<file path="src/rtl/fu_scoreboard_ctrl_if.sv">
// rtl/fu_scoreboard_ctrl_if.sv - ID issue, FU handshake and write-back signals of the scoreboard controller
interface fu_scoreboard_ctrl_if;
  logic       id_valid;
  logic [2:0] id_fu;
  logic [4:0] id_rd;
  logic [4:0] id_rs1;
  logic [4:0] id_rs2;
  logic       id_use_rs1;
  logic       id_use_rs2;
  logic       id_we;
  logic       id_ready;
  logic [4:0] fu_en;
  logic [4:0] fu_finish;
  logic [4:0] fu_busy;
  logic       wb_valid;
  logic       wb_we;
  logic [4:0] wb_rd;
  logic [2:0] wb_sel;

  modport master (
    output id_valid, id_fu, id_rd, id_rs1, id_rs2, id_use_rs1, id_use_rs2, id_we, fu_finish,
    input  id_ready, fu_en, fu_busy, wb_valid, wb_we, wb_rd, wb_sel
  );

  modport slave (
    input  id_valid, id_fu, id_rd, id_rs1, id_rs2, id_use_rs1, id_use_rs2, id_we, fu_finish,
    output id_ready, fu_en, fu_busy, wb_valid, wb_we, wb_rd, wb_sel
  );
endinterface

</file>
<file path="src/rtl/fu_scoreboard_ctrl.sv">
// rtl/fu_scoreboard_ctrl.sv - scoreboard issue and single-port write-back arbiter for five FUs
module fu_scoreboard_ctrl (
  input  logic                clk,
  input  logic                rst,
  fu_scoreboard_ctrl_if.slave bus
);
  localparam int         NUM_FU   = 5;
  localparam int         NUM_REGS = 32;
  localparam logic [2:0] FU_JUMP  = 3'd4;

  logic [NUM_FU-1:0]   busy;
  logic [NUM_FU-1:0]   done;
  logic [NUM_FU-1:0]   fu_we;
  logic [4:0]          fu_rd [NUM_FU];
  logic [NUM_REGS-1:0] st_valid;
  logic [2:0]          st_fu [NUM_REGS];

  logic       fu_legal;
  logic       raw1;
  logic       raw2;
  logic       waw;
  logic       issue;
  logic [7:0] busy_ext;
  logic       win_found;
  logic [2:0] win_idx;
  logic [4:0] win_rd;

  // Illegal FU codes 5..7 read as permanently busy, so they never issue.
  always_comb begin
    busy_ext = {3'b111, busy};
    fu_legal = (bus.id_fu < 3'd5);
    raw1     = bus.id_use_rs1 && (bus.id_rs1 != 5'd0) && st_valid[bus.id_rs1];
    raw2     = bus.id_use_rs2 && (bus.id_rs2 != 5'd0) && st_valid[bus.id_rs2];
    waw      = bus.id_we && (bus.id_rd != 5'd0) && st_valid[bus.id_rd];
    issue    = bus.id_valid && fu_legal && !busy_ext[bus.id_fu] && !busy[FU_JUMP]
               && !raw1 && !raw2 && !waw;
  end

  // Descending scan so the lowest-index done FU is the last assignment and wins.
  always_comb begin
    win_found = 1'b0;
    win_idx   = 3'd0;
    for (int i = NUM_FU - 1; i >= 0; i--) begin
      if (done[i]) begin
        win_found = 1'b1;
        win_idx   = 3'(i);
      end
    end
    win_rd = fu_rd[win_idx];
  end

  assign bus.id_ready = issue;
  assign bus.fu_en    = issue ? (5'b00001 << bus.id_fu) : 5'b00000;
  assign bus.fu_busy  = busy;
  assign bus.wb_valid = win_found;
  assign bus.wb_sel   = win_found ? (win_idx + 3'd1) : 3'd0;
  assign bus.wb_rd    = win_found ? win_rd : 5'd0;
  assign bus.wb_we    = win_found && fu_we[win_idx] && (win_rd != 5'd0);

  always_ff @(posedge clk) begin
    if (!rst) begin
      busy     <= '0;
      done     <= '0;
      fu_we    <= '0;
      st_valid <= '0;
      for (int i = 0; i < NUM_FU; i++) fu_rd[i] <= 5'd0;
      for (int r = 0; r < NUM_REGS; r++) st_fu[r] <= 3'd0;
    end else begin
      for (int i = 0; i < NUM_FU; i++) begin
        if (bus.fu_finish[i] && busy[i] && !done[i]) done[i] <= 1'b1;
      end

      // A retiring FU only releases the status entry it still owns.
      if (win_found) begin
        done[win_idx] <= 1'b0;
        busy[win_idx] <= 1'b0;
        if (fu_we[win_idx] && st_fu[win_rd] == win_idx) st_valid[win_rd] <= 1'b0;
      end

      if (issue) begin
        busy[bus.id_fu]  <= 1'b1;
        fu_rd[bus.id_fu] <= bus.id_rd;
        fu_we[bus.id_fu] <= bus.id_we;
        if (bus.id_we && bus.id_rd != 5'd0) begin
          st_valid[bus.id_rd] <= 1'b1;
          st_fu[bus.id_rd]    <= bus.id_fu;
        end
      end
    end
  end
endmodule

</file>
<file path="src/flat_wrapper.sv">
// flat-port wrapper written by rule: the top's interface ports become plain ports
module fu_scoreboard_ctrl_flat 
  (clk, rst, bus_id_valid, bus_id_fu, bus_id_rd, bus_id_rs1, bus_id_rs2, bus_id_use_rs1, bus_id_use_rs2, bus_id_we, bus_fu_finish, bus_id_ready, bus_fu_en, bus_fu_busy, bus_wb_valid, bus_wb_we, bus_wb_rd, bus_wb_sel);
  fu_scoreboard_ctrl_if bus_i ();
  input  logic clk;
  input  logic rst;
  input wire logic [$bits(bus_i.id_valid)-1:0] bus_id_valid;
  input wire logic [$bits(bus_i.id_fu)-1:0] bus_id_fu;
  input wire logic [$bits(bus_i.id_rd)-1:0] bus_id_rd;
  input wire logic [$bits(bus_i.id_rs1)-1:0] bus_id_rs1;
  input wire logic [$bits(bus_i.id_rs2)-1:0] bus_id_rs2;
  input wire logic [$bits(bus_i.id_use_rs1)-1:0] bus_id_use_rs1;
  input wire logic [$bits(bus_i.id_use_rs2)-1:0] bus_id_use_rs2;
  input wire logic [$bits(bus_i.id_we)-1:0] bus_id_we;
  input wire logic [$bits(bus_i.fu_finish)-1:0] bus_fu_finish;
  output wire logic [$bits(bus_i.id_ready)-1:0] bus_id_ready;
  output wire logic [$bits(bus_i.fu_en)-1:0] bus_fu_en;
  output wire logic [$bits(bus_i.fu_busy)-1:0] bus_fu_busy;
  output wire logic [$bits(bus_i.wb_valid)-1:0] bus_wb_valid;
  output wire logic [$bits(bus_i.wb_we)-1:0] bus_wb_we;
  output wire logic [$bits(bus_i.wb_rd)-1:0] bus_wb_rd;
  output wire logic [$bits(bus_i.wb_sel)-1:0] bus_wb_sel;
  assign bus_i.id_valid = bus_id_valid;
  assign bus_i.id_fu = bus_id_fu;
  assign bus_i.id_rd = bus_id_rd;
  assign bus_i.id_rs1 = bus_id_rs1;
  assign bus_i.id_rs2 = bus_id_rs2;
  assign bus_i.id_use_rs1 = bus_id_use_rs1;
  assign bus_i.id_use_rs2 = bus_id_use_rs2;
  assign bus_i.id_we = bus_id_we;
  assign bus_i.fu_finish = bus_fu_finish;
  assign bus_id_ready = bus_i.id_ready;
  assign bus_fu_en = bus_i.fu_en;
  assign bus_fu_busy = bus_i.fu_busy;
  assign bus_wb_valid = bus_i.wb_valid;
  assign bus_wb_we = bus_i.wb_we;
  assign bus_wb_rd = bus_i.wb_rd;
  assign bus_wb_sel = bus_i.wb_sel;
  fu_scoreboard_ctrl u_core (.clk(clk), .rst(rst), .bus(bus_i));
endmodule
</file>
<file path="config.mk">
export PLATFORM = sky130hd
export DESIGN_NAME = fu_scoreboard_ctrl_flat
export DESIGN_NICKNAME = d
export VERILOG_FILES = /design/src/rtl/fu_scoreboard_ctrl_if.sv /design/src/rtl/fu_scoreboard_ctrl.sv /design/src/flat_wrapper.sv
export SDC_FILE = /design/constraint.sdc
export NUM_CORES = 1
export LEC_CHECK = 0
export CORE_AREA = 2 2 134 136
export CTS_CLUSTER_DIAMETER = 120
export CTS_CLUSTER_SIZE = 10
export DETAILED_ROUTE_END_ITERATION = 8
export DIE_AREA = 0 0 136 138
export HOLD_SLACK_MARGIN = 0.12
export MAX_ROUTING_LAYER = met4
export PLACE_DENSITY_LB_ADDON = 0.12
export SYNTH_ARGS = -nofsm -noshare
export SYNTH_HDL_FRONTEND = slang
export SYNTH_SLANG_ARGS = --single-unit
</file>
<file path="constraint.sdc">
create_clock -name clk -period 4.5 [get_ports clk]
set_input_delay 0.45 -clock clk [delete_from_list [all_inputs] [get_ports clk]]
set_output_delay 0.45 -clock clk [all_outputs]
set_load 0.005 [all_outputs]
</file>
# Yosys cells after proc, flatten, opt, wreduce, memory -nomap -nowiden
# Memories as Yosys holds them, arrays and structs flattened.
# Index checks and enable logic that the tools add are counted.
# Widths: inputs -> output; s select.
dict set report word_totals {
  in_bits 29
  output_inout_bits 21
  regBits 47
  ram_bits 121
  memories 2
}
# name words word_bits rd rd_clocked_by_memory_dff wr line_no
set memory_table {}
lappend memory_table {u_core.st_fu 32 3 1 0 32 fu_scoreboard_ctrl.sv:16} ;# logic [2:0] st_fu [NUM_REGS];
lappend memory_table {u_core.fu_rd 5 5 1 0 5 fu_scoreboard_ctrl.sv:14} ;# logic [4:0] fu_rd [NUM_FU];
dict set report op_classes {
  shifts 1
  n_mux 65
  n_reduce_logical 45
  magnitude_cmp 11
  n_bitwise 7
  add_sub_neg 1
  eq_ne 1
}
# operator n
set op_table {}
lappend op_table {{$mux 32} 5}
lappend op_table {{$mux 5} 8}
lappend op_table {{$mux 1} 34}
lappend op_table {{$and 32x32->32} 1}
lappend op_table {{$not 32->32} 1}
lappend op_table {{$or 32x32->32} 1}
lappend op_table {{$logic_and 1x1->1} 29}
lappend op_table {{$lt 5x6->1 const B} 4}
lappend op_table {{$mux 3} 8}
lappend op_table {{$reduce_bool 5->1} 4}
lappend op_table {{$bmux 1 s5} 3}
lappend op_table {{$and 5x5->5} 2}
lappend op_table {{$demux 1 s5} 2}
lappend op_table {{$ge 5x1->1 const B} 2}
lappend op_table {{$logic_not 1->1} 10}
lappend op_table {{$lt 3x4->1 const B} 2}
lappend op_table {{$bmux 1 s3} 2}
lappend op_table {{$demux 1 s3} 2}
lappend op_table {{$ge 3x1->1 const B} 2}
lappend op_table {{$bwmux 5} 1}
lappend op_table {{$not 5->5} 1}
lappend op_table {{$or 5x5->5} 1}
lappend op_table {{$reduce_or 5->1} 1}
lappend op_table {{$shl 1x3->5 const A} 1}
lappend op_table {{other kinds (4)} 4}

# Depth between registers and ports, before layout
# An unclocked memory read counts as a cell.
dict set report logic_depth {
  word_depth 18
  mapped_depth 13
  mapped_depth_nobuf 10
}

# Least setup slack after synthesis
# OpenSTA, ideal clock, no wires.
dict set report synth_path {
  path_kind {input to register}
  start {in bus_id_rs2[0]}
  end {mem u_core.st_fu[21][0] (enable)}
  arrival_time_ps 3375
  slack_ps 780
  stages 11
  setup_ps 344
  path_cell_list {clkbuf_1 mux4_2 mux4_2 nand2b_1 o211ai_1 nand4bb_1 clkbuf_1 clkbuf_1 or2_2 clkbuf_1 o21ai_0}
}
# item line_no
set synth_lines {}
lappend synth_lines {{from (decl)} flat_wrapper.sv:11} ;# input wire logic [$bits(bus_i.id_rs2)-1:0] bus_id_rs2;
lappend synth_lines {{to (decl)} fu_scoreboard_ctrl.sv:16}

# Worst setup path after layout
dict set report layout_path {
  start {in bus_id_rs1[0]}
  end {out bus_fu_en[1]}
}
dict set report layout_via {
  elab_chain_cells 8
  elab_cells_between_ends 10
}
# item line_no
set layout_rtl {}
lappend layout_rtl {{from (decl)} flat_wrapper.sv:10} ;# input wire logic [$bits(bus_i.id_rs1)-1:0] bus_id_rs1;
lappend layout_rtl {{$bmux 1 s5 / $reduce_bool 5->1 (equally long branches)} fu_scoreboard_ctrl.sv:32} ;# raw1 = bus.id_use_rs1 && (bus.id_rs1 != 5'd0) && st_valid[bus.id_rs1];
lappend layout_rtl {{$mux 1 (not written as such) / $logic_and 1x1->1 (equally long branches)} fu_scoreboard_ctrl.sv:32}
lappend layout_rtl {{$logic_and 1x1->1 *} fu_scoreboard_ctrl.sv:32}
lappend layout_rtl {{$logic_not 1->1 *} fu_scoreboard_ctrl.sv:36} ;# && !raw1 && !raw2 && !waw;
lappend layout_rtl {{$logic_and 1x1->1 * (3 in a row)} fu_scoreboard_ctrl.sv:36}
lappend layout_rtl {{$mux 5 *} fu_scoreboard_ctrl.sv:53} ;# assign bus.fu_en = issue ? (5'b00001 << bus.id_fu) : 5'b00000;
lappend layout_rtl {{to (decl)} flat_wrapper.sv:17} ;# output wire logic [$bits(bus_i.fu_en)-1:0] bus_fu_en;
# Mark *: on every way between the ends. The rest lies on a longest branch, timed or not. The select of a mux whose other input is x is not followed.

==> results.toml <==
[clock_tree]
clock_tree.buffer_depth = 2
clock_latency_ns = 0.44
htree_levels = 4
clkTransAtPathRegs_ns = 0.06
ctsHoldBuffers = 0
cts_setup_buffers = 0
cts_tree = "done"
clock-sinks = 181
ctsRootBufferMaster = "clkbuf_16"
cts_buffers = 17
cts_resized = 0

[placed_design]
gp_congestion = 0.9530
place.detailed.hpwl_mm = 21.15
place_inst = 1210
portBuffers = 49

[grt]
grt-ovfl-total = 0
busiest_layer = "met1"
met2_usage_pct = 47.53
grt_max_degree = 57
grt_pass1_vias = 7514
grt_pass1_wl_mm = 45.37
track_usage_pct = 33.52
grt_antenna_before_repair = 0
use_met1_pct = 48.82
met3_usage_pct = 7.334

[synth]
synthesis.area_sq_um = 9649
synthTopCellsByCount = "163 x nor2_1, 134 x edfxtp_1, 93 x o21ai_0, 60 x clkbuf_1, 59 x nand3_1"
synthCells = 959
yosysMostFrequentCell = "nor2_1"
ys_seq_area_share_pct = 51.45
synth_area_leader_cell = "edfxtp_1"
synth-edff-count = 134
synth.distinct_cells = 64
yosys_warnings = 0
avgSynthCellArea_sq_um = 10.06
ys_top_cells_by_area = "edfxtp_1 42%, dfxtp_1 9.8%, nor2_1 6.3%"
synth_top_area_share_pct = 41.70
async_reset_ff_share_pct = 0
ys_ff_latch = 181
synthFlopType = "edfxtp_1"

[final_layout]
area_growth_pct = 15.05
instances_no_fill = 1242
fill_cells = 1481
seq_area_sq_um = 4965
drive_gt1_share_pct = 13.33
antenna_cells = 0
post-route-util_pct = 63.32
multi_input_area_sq_um = 4335
finalNetCount = 1030

[detailed_routing]
via_count = 8257
vias_per_cell = 6.648
wl_per_cell_um = 24.27
drt_wl_total_mm = 30.14
drcViolationCount = 0
ant_nets = 0
drtIter0Drc = 1200
dr.pass1.iters = 6

[sta]
fin_skew_ns = 0.01188
min_period_ns = 4.276
worstMarginPinSlew_ns = 0.8971
drv_slew = 0
rsz0062_at_grt = "no"
slew_headroom_pct = 40.19
fmax_mhz = 233.8
period_share_pct = 95.03
finalSetupViolCount = 0
hold_viol = 0
tns_ns = 0

[floorplan]
start_util_pct = 55.03
core_region_area_sq_um = 17530
rows = 49
fp.dieH_um = 138
chipWidth_um = 136
ioPinCount = 50
die_area_sq_um = 18770

[critical_path]
r2r_slack_ns = 0.35
required_ns = 4.05
cp.arrival_ns = 3.83
crit_fanout = 9
endpoint_kind = "output port"
cp-start-kind = "input port"
critPathKind = "input port to output port"

[min_path]
hold_class = "register to register"

[power_and_ir_drop]
finalPower_mw = 3.733
p_leak_nw = 3.720
power.density_nw_per_um2 = 336.3
ir_worst_vdd_mv = 0.2782

[status]
outcome = "completed"

[run]
drv_cap = 0
[worst paths after layout]
check,startpoint,endpoint,cells past startpoint
worst max register to register,u_core.done[0],u_core.st_valid[3],11
worst min register to register,u_core.st_valid[0],u_core.st_valid[0],2
worst min-delay path,u_core.st_valid[0],u_core.st_valid[0],2
worst max-delay path,bus_id_rs1[0],bus_fu_en[1],11
[critical path: stages]
cell             delay (ns)
clkdlybuf4s50_1        0.46
buf_4                  0.19
mux4_2                 0.51
mux4_2                 0.46
nand2b_1               0.15
o211ai_1               0.10
nand4bb_1              0.33
nor2_1                 0.37
nand3_1                0.21
inv_1                  0.09
clkdlybuf4s50_1        0.50
[power breakdown]
group / internal (mW) / switching, mW / leakage, nW
registers: 1.84 / 0.0230 / 1.75
logic: 0.140 / 0.265 / 1.68
clock network: 0.798 / 0.663 / 0.290
[registers in the layout, summed over array words and instances, names as in the netlist]
signal and cells:
u_core.fu_rd 38, u_core.fu_we 5, u_core.st_valid 32, u_core.bus.fu_busy 5, u_core.st_fu 96, u_core.done 5
[logic make-up after synthesis]
kind of cell | count (synthesis) | synth area share [%]
AOI/OAI and AO/OA | 247 | 16.66
xor gates and xnor gates | 4 | 0.5965
adders and majority gates | 1 | 0.1296
buffers and inverters | 103 | 4.383
DFF | 181 | 51.45
muxes | 37 | 7.248
other | 1 | 0.03886
and+or+nand+nor | 385 | 19.49
[final cells by class]
type / instances / share of cell area, %
multi-input cells: 690 / 39.05
repair buffers: 92 / 7.844
inverters: 18 / 0.6086
clock inverters: 11 / 0.7551
clock buffers: 21 / 4.440
flip-flops and latches: 181 / 44.72
well taps: 229 / 2.581
[routing by layer]
metal	up-vias	wire length, um	share of wire [%]
li1	3649	-	-
met1	3976	12150	40
met2	568	13680	45
met3	64	3560	12
met4	0	748	2.5
met5	-	0	0
[layout by cell type, fill, tap and decap left out, drive strengths merged, types with 3 or more instances in the layout]
master,instances
a21oi,25
a22oi,3
a311oi,24
a31o,3
a31oi,15
a32oi,26
and2,12
buf,44
clkbuf,21
clkdlybuf4s50,48
clkinv,5
conb,16
dfxtp,47
edfxtp,134
inv,24
mux2,3
mux2i,8
mux4,26
nand2,57
nand2b,13
nand3,59
nand3b,5
nor2,163
nor2b,8
nor3,15
nor3b,6
nor4,11
o211ai,3
o21a,3
o21ai,108
o21bai,3
o22a,4
o22ai,16
or2,13
or3,18
[metrics by stage]
| step | cell area, sq um | setup slack (ns) | hold WS (ns) |
|---|---|---|---|
| finish | 11100 | 0.2236 | 0.4607 |
| global route | 11100 | 0.04925 | 0.4703 |
| CTS | 11100 | 0.2803 | 0.4551 |
| detailed placement | 10530 | 0.2708 | 0.4444 |
| global placement | 10530 | 0.3518 | 0.4327 |
| floorplan | 9706 | 0.7804 | 0.4091 |
No activity file was read; power rests on OpenSTA's default activity.
